File: src/rtl/sha256_spi_pkg.sv
// Shared types and constants for the SPI host interface of the SHA-256 register file.
package sha256_spi_pkg;

  typedef enum logic [1:0] {
    IDLE = 2'd0,
    CMD  = 2'd1,
    DATA = 2'd2
  } state_t;

  // Frame bit index carrying R/W (1 = write); the address follows MSB first.
  localparam int RW_BIT_POS = 0;
  localparam int DEF_ADDR_W = 7;
  localparam int DEF_DATA_W = 8;

  localparam logic [DEF_ADDR_W-1:0] MSG_START_ADDR    = 7'h00;
  localparam logic [DEF_ADDR_W-1:0] STATUS_REG        = 7'h40;
  localparam logic [DEF_ADDR_W-1:0] DIGEST_START_ADDR = 7'h60;

endpackage

File: src/rtl/spi_reg_bridge_if.sv
// SPI pins and register strobe bus of the bridge; slave = bridge side, master = host/register side.
interface spi_reg_bridge_if
  import sha256_spi_pkg::*;
#(
  parameter int ADDR_W = DEF_ADDR_W,
  parameter int DATA_W = DEF_DATA_W
);
  logic              i_sck;
  logic              i_ss_n;
  logic              i_spi_mosi;
  logic              o_spi_miso;
  logic              o_reg_we;
  logic              o_reg_re;
  logic [ADDR_W-1:0] o_reg_addr;
  logic [DATA_W-1:0] o_reg_wdata;
  logic [DATA_W-1:0] i_reg_rdata;
  logic              o_busy;
  logic              o_frame_err;

  modport slave (
    input  i_sck, i_ss_n, i_spi_mosi, i_reg_rdata,
    output o_spi_miso, o_reg_we, o_reg_re, o_reg_addr, o_reg_wdata, o_busy, o_frame_err
  );

  modport master (
    output i_sck, i_ss_n, i_spi_mosi, i_reg_rdata,
    input  o_spi_miso, o_reg_we, o_reg_re, o_reg_addr, o_reg_wdata, o_busy, o_frame_err
  );
endinterface

File: src/rtl/spi_sync_edge.sv
// Synchronises sck/ss_n/mosi and produces registered edge pulses; pin edge to pulse is SYNC_STAGES+1 cycles.
module spi_sync_edge #(
  parameter int SYNC_STAGES = 2
) (
  input  logic clk,
  input  logic rst_n,
  input  logic sck,
  input  logic ss_n,
  input  logic mosi,
  output logic sck_rise,
  output logic sck_fall,
  output logic ss_fall,
  output logic ss_rise,
  output logic mosi_s
);
  logic [SYNC_STAGES-1:0] sck_p0, ss_p0, mosi_p0;
  logic                   sck_p1, ss_p1;

  always_ff @(posedge clk or negedge rst_n) begin
    if (!rst_n) begin
      sck_p0   <= '1;
      ss_p0    <= '1;
      mosi_p0  <= '0;
      sck_p1   <= 1'b1;
      ss_p1    <= 1'b1;
      sck_rise <= 1'b0;
      sck_fall <= 1'b0;
      ss_fall  <= 1'b0;
      ss_rise  <= 1'b0;
      mosi_s   <= 1'b0;
    end else begin
      sck_p0   <= {sck_p0[SYNC_STAGES-2:0], sck};
      ss_p0    <= {ss_p0[SYNC_STAGES-2:0], ss_n};
      mosi_p0  <= {mosi_p0[SYNC_STAGES-2:0], mosi};
      // Edge stage: mosi_s is delayed alongside so it lines up with sck_rise
      sck_p1   <= sck_p0[SYNC_STAGES-1];
      ss_p1    <= ss_p0[SYNC_STAGES-1];
      sck_rise <= sck_p0[SYNC_STAGES-1] & ~sck_p1;
      sck_fall <= ~sck_p0[SYNC_STAGES-1] & sck_p1;
      ss_rise  <= ss_p0[SYNC_STAGES-1] & ~ss_p1;
      ss_fall  <= ~ss_p0[SYNC_STAGES-1] & ss_p1;
      mosi_s   <= mosi_p0[SYNC_STAGES-1];
    end
  end
endmodule

File: src/rtl/spi_reg_bridge.sv
// SPI mode-3 slave to single-cycle register strobe bridge with auto-increment bursts.
// Optional SPI_FRAME_ERR_EN: o_frame_err abort pulse and saturating r_err_cnt.
module spi_reg_bridge
  import sha256_spi_pkg::*;
#(
  parameter int ADDR_W      = DEF_ADDR_W,
  parameter int DATA_W      = DEF_DATA_W,
  parameter int SYNC_STAGES = 2,
  parameter int AUTO_INC    = 1
) (
  input logic            i_clk,
  input logic            i_rst_n,
  spi_reg_bridge_if.slave bus
);
  localparam int CMD_W = ADDR_W + 1;
  localparam int CNT_W = $clog2((CMD_W > DATA_W ? CMD_W : DATA_W) + 1);

  logic sck_rise, sck_fall, ss_fall, ss_rise, mosi_s;

  spi_sync_edge #(.SYNC_STAGES(SYNC_STAGES)) u_sync (
    .clk     (i_clk),
    .rst_n   (i_rst_n),
    .sck     (bus.i_sck),
    .ss_n    (bus.i_ss_n),
    .mosi    (bus.i_spi_mosi),
    .sck_rise(sck_rise),
    .sck_fall(sck_fall),
    .ss_fall (ss_fall),
    .ss_rise (ss_rise),
    .mosi_s  (mosi_s)
  );

  state_t            state;
  logic [CNT_W-1:0]  bit_cnt;
  logic              rw, word_done, rd_load_p1;
  logic [ADDR_W-1:0] cur_addr, cmd_sr, addr_r;
  logic [DATA_W-2:0] rx_sr;
  logic [DATA_W-1:0] tx_sr, wdata_r;
  logic              miso_r, we_r, re_r, busy_r;
  logic [CMD_W-1:0]  cmd_next;
  logic [DATA_W-1:0] rx_next;
  logic              cmd_last, word_last;

  assign cmd_next  = {cmd_sr, mosi_s};
  assign rx_next   = {rx_sr, mosi_s};
  assign cmd_last  = (bit_cnt == CNT_W'(ADDR_W));
  assign word_last = (bit_cnt == CNT_W'(DATA_W - 1));

  always_ff @(posedge i_clk or negedge i_rst_n) begin
    if (!i_rst_n) begin
      state      <= IDLE;
      bit_cnt    <= '0;
      rw         <= 1'b0;
      word_done  <= 1'b0;
      cur_addr   <= '0;
      rd_load_p1 <= 1'b0;
      miso_r     <= 1'b1;
      we_r       <= 1'b0;
      re_r       <= 1'b0;
      busy_r     <= 1'b0;
      addr_r     <= '0;
      wdata_r    <= '0;
    end else begin
      we_r       <= 1'b0;
      re_r       <= 1'b0;
      rd_load_p1 <= re_r;
      case (state)
        IDLE: if (ss_fall) begin
          state     <= CMD;
          bit_cnt   <= '0;
          word_done <= 1'b0;
          busy_r    <= 1'b1;
          miso_r    <= 1'b1;
        end
        CMD: if (ss_rise) begin
          state  <= IDLE;
          busy_r <= 1'b0;
        end else if (sck_rise) begin
          if (cmd_last) begin
            bit_cnt  <= '0;
            state    <= DATA;
            rw       <= cmd_next[ADDR_W-RW_BIT_POS];
            cur_addr <= cmd_next[ADDR_W-1:0];
            if (!cmd_next[ADDR_W-RW_BIT_POS]) begin
              re_r   <= 1'b1;
              addr_r <= cmd_next[ADDR_W-1:0];
            end
          end else begin
            bit_cnt <= bit_cnt + 1'b1;
          end
        end
        DATA: if (ss_rise) begin
          state  <= IDLE;
          busy_r <= 1'b0;
          miso_r <= 1'b1;
        end else begin
          if (sck_rise && !word_done) begin
            if (word_last) begin
              bit_cnt <= '0;
              if (rw) begin
                we_r    <= 1'b1;
                addr_r  <= cur_addr;
                wdata_r <= rx_next;
              end
              // Reads prefetch the next word here so the following shift has it ready
              if (AUTO_INC != 0) begin
                cur_addr <= cur_addr + 1'b1;
                if (!rw) begin
                  re_r   <= 1'b1;
                  addr_r <= cur_addr + 1'b1;
                end
              end else begin
                word_done <= 1'b1;
              end
            end else begin
              bit_cnt <= bit_cnt + 1'b1;
            end
          end
          if (sck_fall) miso_r <= (rw || word_done) ? 1'b1 : tx_sr[DATA_W-1];
        end
        default: state <= IDLE;
      endcase
    end
  end

  // Shift registers: pure data, no reset needed
  always_ff @(posedge i_clk) begin
    if (rd_load_p1)                    tx_sr <= bus.i_reg_rdata;
    else if (sck_fall && state == DATA) tx_sr <= {tx_sr[DATA_W-2:0], 1'b1};
    if (sck_rise) begin
      cmd_sr <= cmd_next[ADDR_W-1:0];
      rx_sr  <= rx_next[DATA_W-2:0];
    end
  end

`ifdef SPI_FRAME_ERR_EN
  logic       frame_err_r, extra_bits, abort;
  logic [7:0] r_err_cnt;

  assign abort = ss_rise && (state != IDLE) && ((bit_cnt != '0) || extra_bits);

  always_ff @(posedge i_clk or negedge i_rst_n) begin
    if (!i_rst_n) begin
      frame_err_r <= 1'b0;
      extra_bits  <= 1'b0;
      r_err_cnt   <= '0;
    end else begin
      frame_err_r <= abort;
      if (abort && r_err_cnt != 8'hFF) r_err_cnt <= r_err_cnt + 1'b1;
      if (state == IDLE) extra_bits <= 1'b0;
      else if (state == DATA && word_done && sck_rise) extra_bits <= 1'b1;
    end
  end

  assign bus.o_frame_err = frame_err_r;
`else
  assign bus.o_frame_err = 1'b0;
`endif

  assign bus.o_spi_miso  = miso_r;
  assign bus.o_reg_we    = we_r;
  assign bus.o_reg_re    = re_r;
  assign bus.o_reg_addr  = addr_r;
  assign bus.o_reg_wdata = wdata_r;
  assign bus.o_busy      = busy_r;
endmodule

File: src/flat_wrapper.sv
// flat-port wrapper written by rule: the top's interface ports become plain ports
module spi_reg_bridge_flat import sha256_spi_pkg::*;
#(
  parameter int ADDR_W      = DEF_ADDR_W,
  parameter int DATA_W      = DEF_DATA_W,
  parameter int SYNC_STAGES = 2,
  parameter int AUTO_INC    = 1
)
  (i_clk, i_rst_n, bus_i_sck, bus_i_ss_n, bus_i_spi_mosi, bus_i_reg_rdata, bus_o_spi_miso, bus_o_reg_we, bus_o_reg_re, bus_o_reg_addr, bus_o_reg_wdata, bus_o_busy, bus_o_frame_err);
  spi_reg_bridge_if #(.ADDR_W(ADDR_W), .DATA_W(DATA_W)) bus_i ();
  input logic i_clk;
  input logic i_rst_n;
  input wire logic [$bits(bus_i.i_sck)-1:0] bus_i_sck;
  input wire logic [$bits(bus_i.i_ss_n)-1:0] bus_i_ss_n;
  input wire logic [$bits(bus_i.i_spi_mosi)-1:0] bus_i_spi_mosi;
  input wire logic [$bits(bus_i.i_reg_rdata)-1:0] bus_i_reg_rdata;
  output wire logic [$bits(bus_i.o_spi_miso)-1:0] bus_o_spi_miso;
  output wire logic [$bits(bus_i.o_reg_we)-1:0] bus_o_reg_we;
  output wire logic [$bits(bus_i.o_reg_re)-1:0] bus_o_reg_re;
  output wire logic [$bits(bus_i.o_reg_addr)-1:0] bus_o_reg_addr;
  output wire logic [$bits(bus_i.o_reg_wdata)-1:0] bus_o_reg_wdata;
  output wire logic [$bits(bus_i.o_busy)-1:0] bus_o_busy;
  output wire logic [$bits(bus_i.o_frame_err)-1:0] bus_o_frame_err;
  assign bus_i.i_sck = bus_i_sck;
  assign bus_i.i_ss_n = bus_i_ss_n;
  assign bus_i.i_spi_mosi = bus_i_spi_mosi;
  assign bus_i.i_reg_rdata = bus_i_reg_rdata;
  assign bus_o_spi_miso = bus_i.o_spi_miso;
  assign bus_o_reg_we = bus_i.o_reg_we;
  assign bus_o_reg_re = bus_i.o_reg_re;
  assign bus_o_reg_addr = bus_i.o_reg_addr;
  assign bus_o_reg_wdata = bus_i.o_reg_wdata;
  assign bus_o_busy = bus_i.o_busy;
  assign bus_o_frame_err = bus_i.o_frame_err;
  spi_reg_bridge #(.ADDR_W(ADDR_W), .DATA_W(DATA_W), .SYNC_STAGES(SYNC_STAGES), .AUTO_INC(AUTO_INC)) u_core (.i_clk(i_clk), .i_rst_n(i_rst_n), .bus(bus_i));
endmodule
File: config.mk
export PLATFORM = sky130hd
export DESIGN_NAME = spi_reg_bridge_flat
export DESIGN_NICKNAME = d
export VERILOG_FILES = /design/src/rtl/sha256_spi_pkg.sv /design/src/rtl/spi_reg_bridge_if.sv /design/src/rtl/spi_sync_edge.sv /design/src/rtl/spi_reg_bridge.sv /design/src/flat_wrapper.sv
export SDC_FILE = /design/constraint.sdc
export NUM_CORES = 1
export LEC_CHECK = 0
export CORE_UTILIZATION = 28
export DETAILED_ROUTE_END_ITERATION = 10
export GPL_ROUTABILITY_DRIVEN = 0
export PLACE_DENSITY = 0.53
export RECOVER_POWER = 100
export SLEW_MARGIN = 40
export SYNTH_ARGS = -nofsm -noshare
export SYNTH_HDL_FRONTEND = slang
export SYNTH_SLANG_ARGS = --single-unit
File: constraint.sdc
create_clock -name i_clk -period 2.45 [get_ports i_clk]
set_input_delay 0.49 -clock i_clk [delete_from_list [all_inputs] [get_ports i_clk]]
set_output_delay 0.49 -clock i_clk [all_outputs]
set_load 0.02 [all_outputs]
==> flow_metrics.py <==
metrics = {
    "timing": {
        "setup_viol": 0,
        "hold_viol": 0,
        "finClkSkew_ps": 10.9,
        "drv_slew": 0,
        "tns_ps": 0,
        "rsz0062_at_grt": "no",
        "min_period_over_period_pct": 84.4,
        "slew-limit-headroom_pct": 14.0,
        "tightest_slew_ps": 1290,
        "finalCriticalPeriod_ps": 2070,
        "fmax_mhz": 484,
    },
    "pwr": {
        "power_frac_clock_pct": 35.6,
        "p_int_mw": 2.05,
        "powerDensity_mw_per_mm2": 830,
        "power_frac_comb_pct": 20.3,
        "ir_drop_mv": 0.323,
        "total_switching_power_uw": 793,
        "netSwitchingFraction_pct": 27.9,
        "pwr-share-seq_pct": 44.1,
        "p_leak_nw": 1.40,
    },
    "route": {
        "drc": 0,
        "drt.antenna.violating_nets": 0,
        "drt_wl_total_um": 5510,
        "firstDrtPassIters": 4,
        "vias_per_cell": 4.68,
        "dr_total_vias": 1852,
        "initialDrtViolationCount": 122,
        "post_drt_wl_per_cell_um": 13.9,
    },
    "cts": {
        "clk_latency_ps": 340,
        "postCtsSetupBuffers": 0,
        "holdBufCountCts": 0,
        "htreeDepth": 3,
        "clockBufferDepth": 2,
        "cts_tree": "yes",
        "clock_sinks": 62,
        "cts_resized": 0,
        "path_clk_slew_ps": 70,
        "cts-root-buf": "clkbuf_8",
        "cts-buffers-inserted": 9,
    },
    "setup_path": {
        "arrival_ps": 1580,
        "path_delay_family": "buffers and inverters",
        "cpPeakStageDelay_ps": 690,
        "crit_type": "reg -> out",
        "critPathLaunchType": "register",
        "slowest_stage": "dlygate4sd3_1",
        "crit_chain": "dlygate4sd3_1",
        "timing.critical_path.buf_inv": 1,
        "cp-end-kind": "primary output",
        "worstPathRequired_ps": 1960,
        "crit_fanout": 3,
    },
    "yosys": {
        "synthDistinctLibCells": 52,
        "synth_top_area_cell": "dfrtp_1",
        "synth_mux_area_share_pct": 10.5,
        "syn_nets": 243,
        "syn_inst": 224,
        "ys_seq_area_share_pct": 58.9,
        "synth_top_family_by_area": "compound AO/OA/AOI/OAI gates",
        "async_reset_ff_share_pct": 75.8,
        "syn_area_mm2": 0.00278,
        "synth_fa_ha_area_share_pct": 2.70,
        "synth_seq_cells": 62,
        "yosysWarningCount": 0,
        "synthXorXnorAreaFrac_pct": 0.946,
        "synth_ff_type": "dfrtp_1",
        "synth_compound_gate_area_share_pct": 12.0,
        "synth_area_leaders": "dfrtp_1, edfxtp_1, mux2_2",
        "yosysTopAreaCellShare_pct": 36.0,
        "synth_edf_count": 15,
        "synth-simple-area-share_pct": 11.9,
        "syn_area_per_cell_um2": 12.4,
    },
    "global_route": {
        "antenna_found_initial": 0,
        "grt_pass1_vias": 1726,
        "grt_overflow": 0,
        "grt_pass1_wl_um": 8960,
        "grt_max_degree": 27,
        "gr-usage-all-layers_pct": 11.8,
    },
    "layout": {
        "drive_above_1_share_pct": 19.1,
        "final_nets": 281,
        "syn2layout_area_growth_pct": 23.3,
        "final_common_cell": "dfrtp_1",
        "final_cell_mix": "dfrtp_1, mux2_2, dlygate4sd3_1",
        "n_fill_cell": 938,
        "final_cells": 396,
        "insertedDiodeCount": 0,
    },
    "die": {
        "num_rows": 35,
        "core_area_mm2": 0.00942,
        "die_x_um": 102,
        "initial_utilization_pct": 29.5,
        "die_y_um": 102,
        "dieArea_mm2": 0.0103,
        "io_pins": 33,
    },
    "min_path": {
        "hold_path_class": "reg -> reg",
    },
    "place": {
        "dp.final_hpwl_um": 3740,
        "dp.cells": 380,
        "numPortBuffers": 31,
    },
    "job": {
        "drv_cap": 0,
    },
    "outcome": {
        "status": "completed",
    },
}
## synth_stat cells (2+ instances only)
| master | count |
|---|---|
| nand2b_1 | 3 |
| mux2i_1 | 2 |
| edfxtp_1 | 15 |
| nand2_1 | 10 |
| nor2b_1 | 6 |
| xnor2_1 | 2 |
| dfrtp_1 | 40 |
| nor3_1 | 2 |
| nand3_1 | 2 |
| buf_4 | 3 |
| and3_1 | 4 |
| inv_1 | 9 |
| o21ai_0 | 10 |
| o31ai_1 | 4 |
| nor2_1 | 15 |
| or3_1 | 2 |
| o22ai_1 | 4 |
| a31oi_1 | 4 |
| mux2_2 | 24 |
| or4_1 | 2 |
| nand4b_1 | 2 |
| a21oi_1 | 13 |
| ha_1 | 6 |
| a21o_1 | 2 |
| buf_2 | 4 |
| a2bb2oi_1 | 2 |
| dfstp_2 | 7 |
## worst reg2reg max path, cell delays in order, from the launching register on
cell and delay (ps):
dfrtp_1 400, ha_1 250, nand3b_1 240, nor2_1 220, and3_1 450, mux2_2 390
## path summary, 6_finish.rpt
| kind | start | end | cells after the start | slack, ps |
|---|---|---|---|---|
| worst max register to register | u_core.bit_cnt[0]$_DFFE_PN0P_ | u_core.bus.o_reg_wdata[4]$_DFFE_PN0P_ | 5 | 390 |
| max in group asynchronous | i_rst_n | u_core.cur_addr[3]$_DFFE_PN0P_ | 2 | 640 |
| worst max-delay path | u_core.bus.o_spi_miso$_DFFE_PN1P_ | bus_o_spi_miso | 1 | 380 |
| worst min register to register | u_core.u_sync.mosi_p0[0]$_DFF_PN0_ | u_core.u_sync.mosi_p0[1]$_DFF_PN0_ | 0 | 350 |
| min in group asynchronous | i_rst_n | u_core.bus.o_reg_addr[1]$_DFFE_PN0P_ | 1 | 410 |
| worst min-delay path | u_core.u_sync.mosi_p0[0]$_DFF_PN0_ | u_core.u_sync.mosi_p0[1]$_DFF_PN0_ | 0 | 350 |
## power groups by stage
| stage | Combinational (mW) | Sequential [mW] | Clock, mW |
|---|---|---|---|
| after floorplan | 0.294 | 1.34 | 0 |
| after global placement | 0.606 | 1.28 | 0 |
| after detailed placement | 0.617 | 1.28 | 0 |
| after CTS | 0.618 | 1.26 | 1.05 |
| after global routing | 0.635 | 1.27 | 1.08 |
| final | 0.578 | 1.25 | 1.01 |
## final cells by class
| type | instances | area (µm²) | share of cell area (%) |
|---|---|---|---|
| sequential | 62 | 1640 | 47.8 |
| multi-input combinational | 144 | 1040 | 30.4 |
| timing repair buffer | 36 | 330 | 9.65 |
| tap | 129 | 161 | 4.71 |
| clock buffer | 11 | 141 | 4.13 |
| clock inverter | 5 | 81.3 | 2.37 |
| inverter | 9 | 33.8 | 0.986 |
## registers in the layout (all words and copies together) (netlist names), 4 cells and up
register	flops
u_core.cmd_sr	7
u_core.bit_cnt	4
u_core.tx_sr	8
u_core.bus.o_reg_wdata	8
u_core.bus.o_reg_addr	7
u_core.cur_addr	7
## layer usage
| layer | global-route usage [%] | up-vias | wire [µm] |
|---|---|---|---|
| li1 | - | 884 | - |
| met1 | 16.9 | 902 | 2820 |
| met2 | 15.4 | 55 | 2290 |
| met3 | 4.83 | 11 | 291 |
| met4 | 4.91 | 0 | 102 |
| met5 | 0 | - | 0 |
## kinds of logic (layout without fill, tap and decap cells)
group / Yosys count / in the layout
adder cells (fa/ha/maj): 6 / 6
AO/OA/AOI/OAI: 50 / 50
buffers and inverters: 18 / 61
other: 1 / 1
flip-flops: 62 / 62
multiplexers: 26 / 26
XOR/XNOR: 3 / 3
AND/OR/NAND/NOR: 58 / 58
## through the flow
stage | worst slack (ps) | util (%) | power (mW) | cell area [µm²] | hold WS, ps
global placement | 447 | 34.3 | 1.88 | 3230 | 332
CTS | 336 | 36.7 | 2.93 | 3450 | 135
finish | 383 | 36.4 | 2.84 | 3420 | 353
global route | 186 | 36.4 | 2.99 | 3420 | 360
floorplan | 644 | - | 1.64 | 2780 | 194
detailed placement | 364 | 34.3 | 1.90 | 3230 | 335
Note: power is estimated with default switching activity, not from simulation.
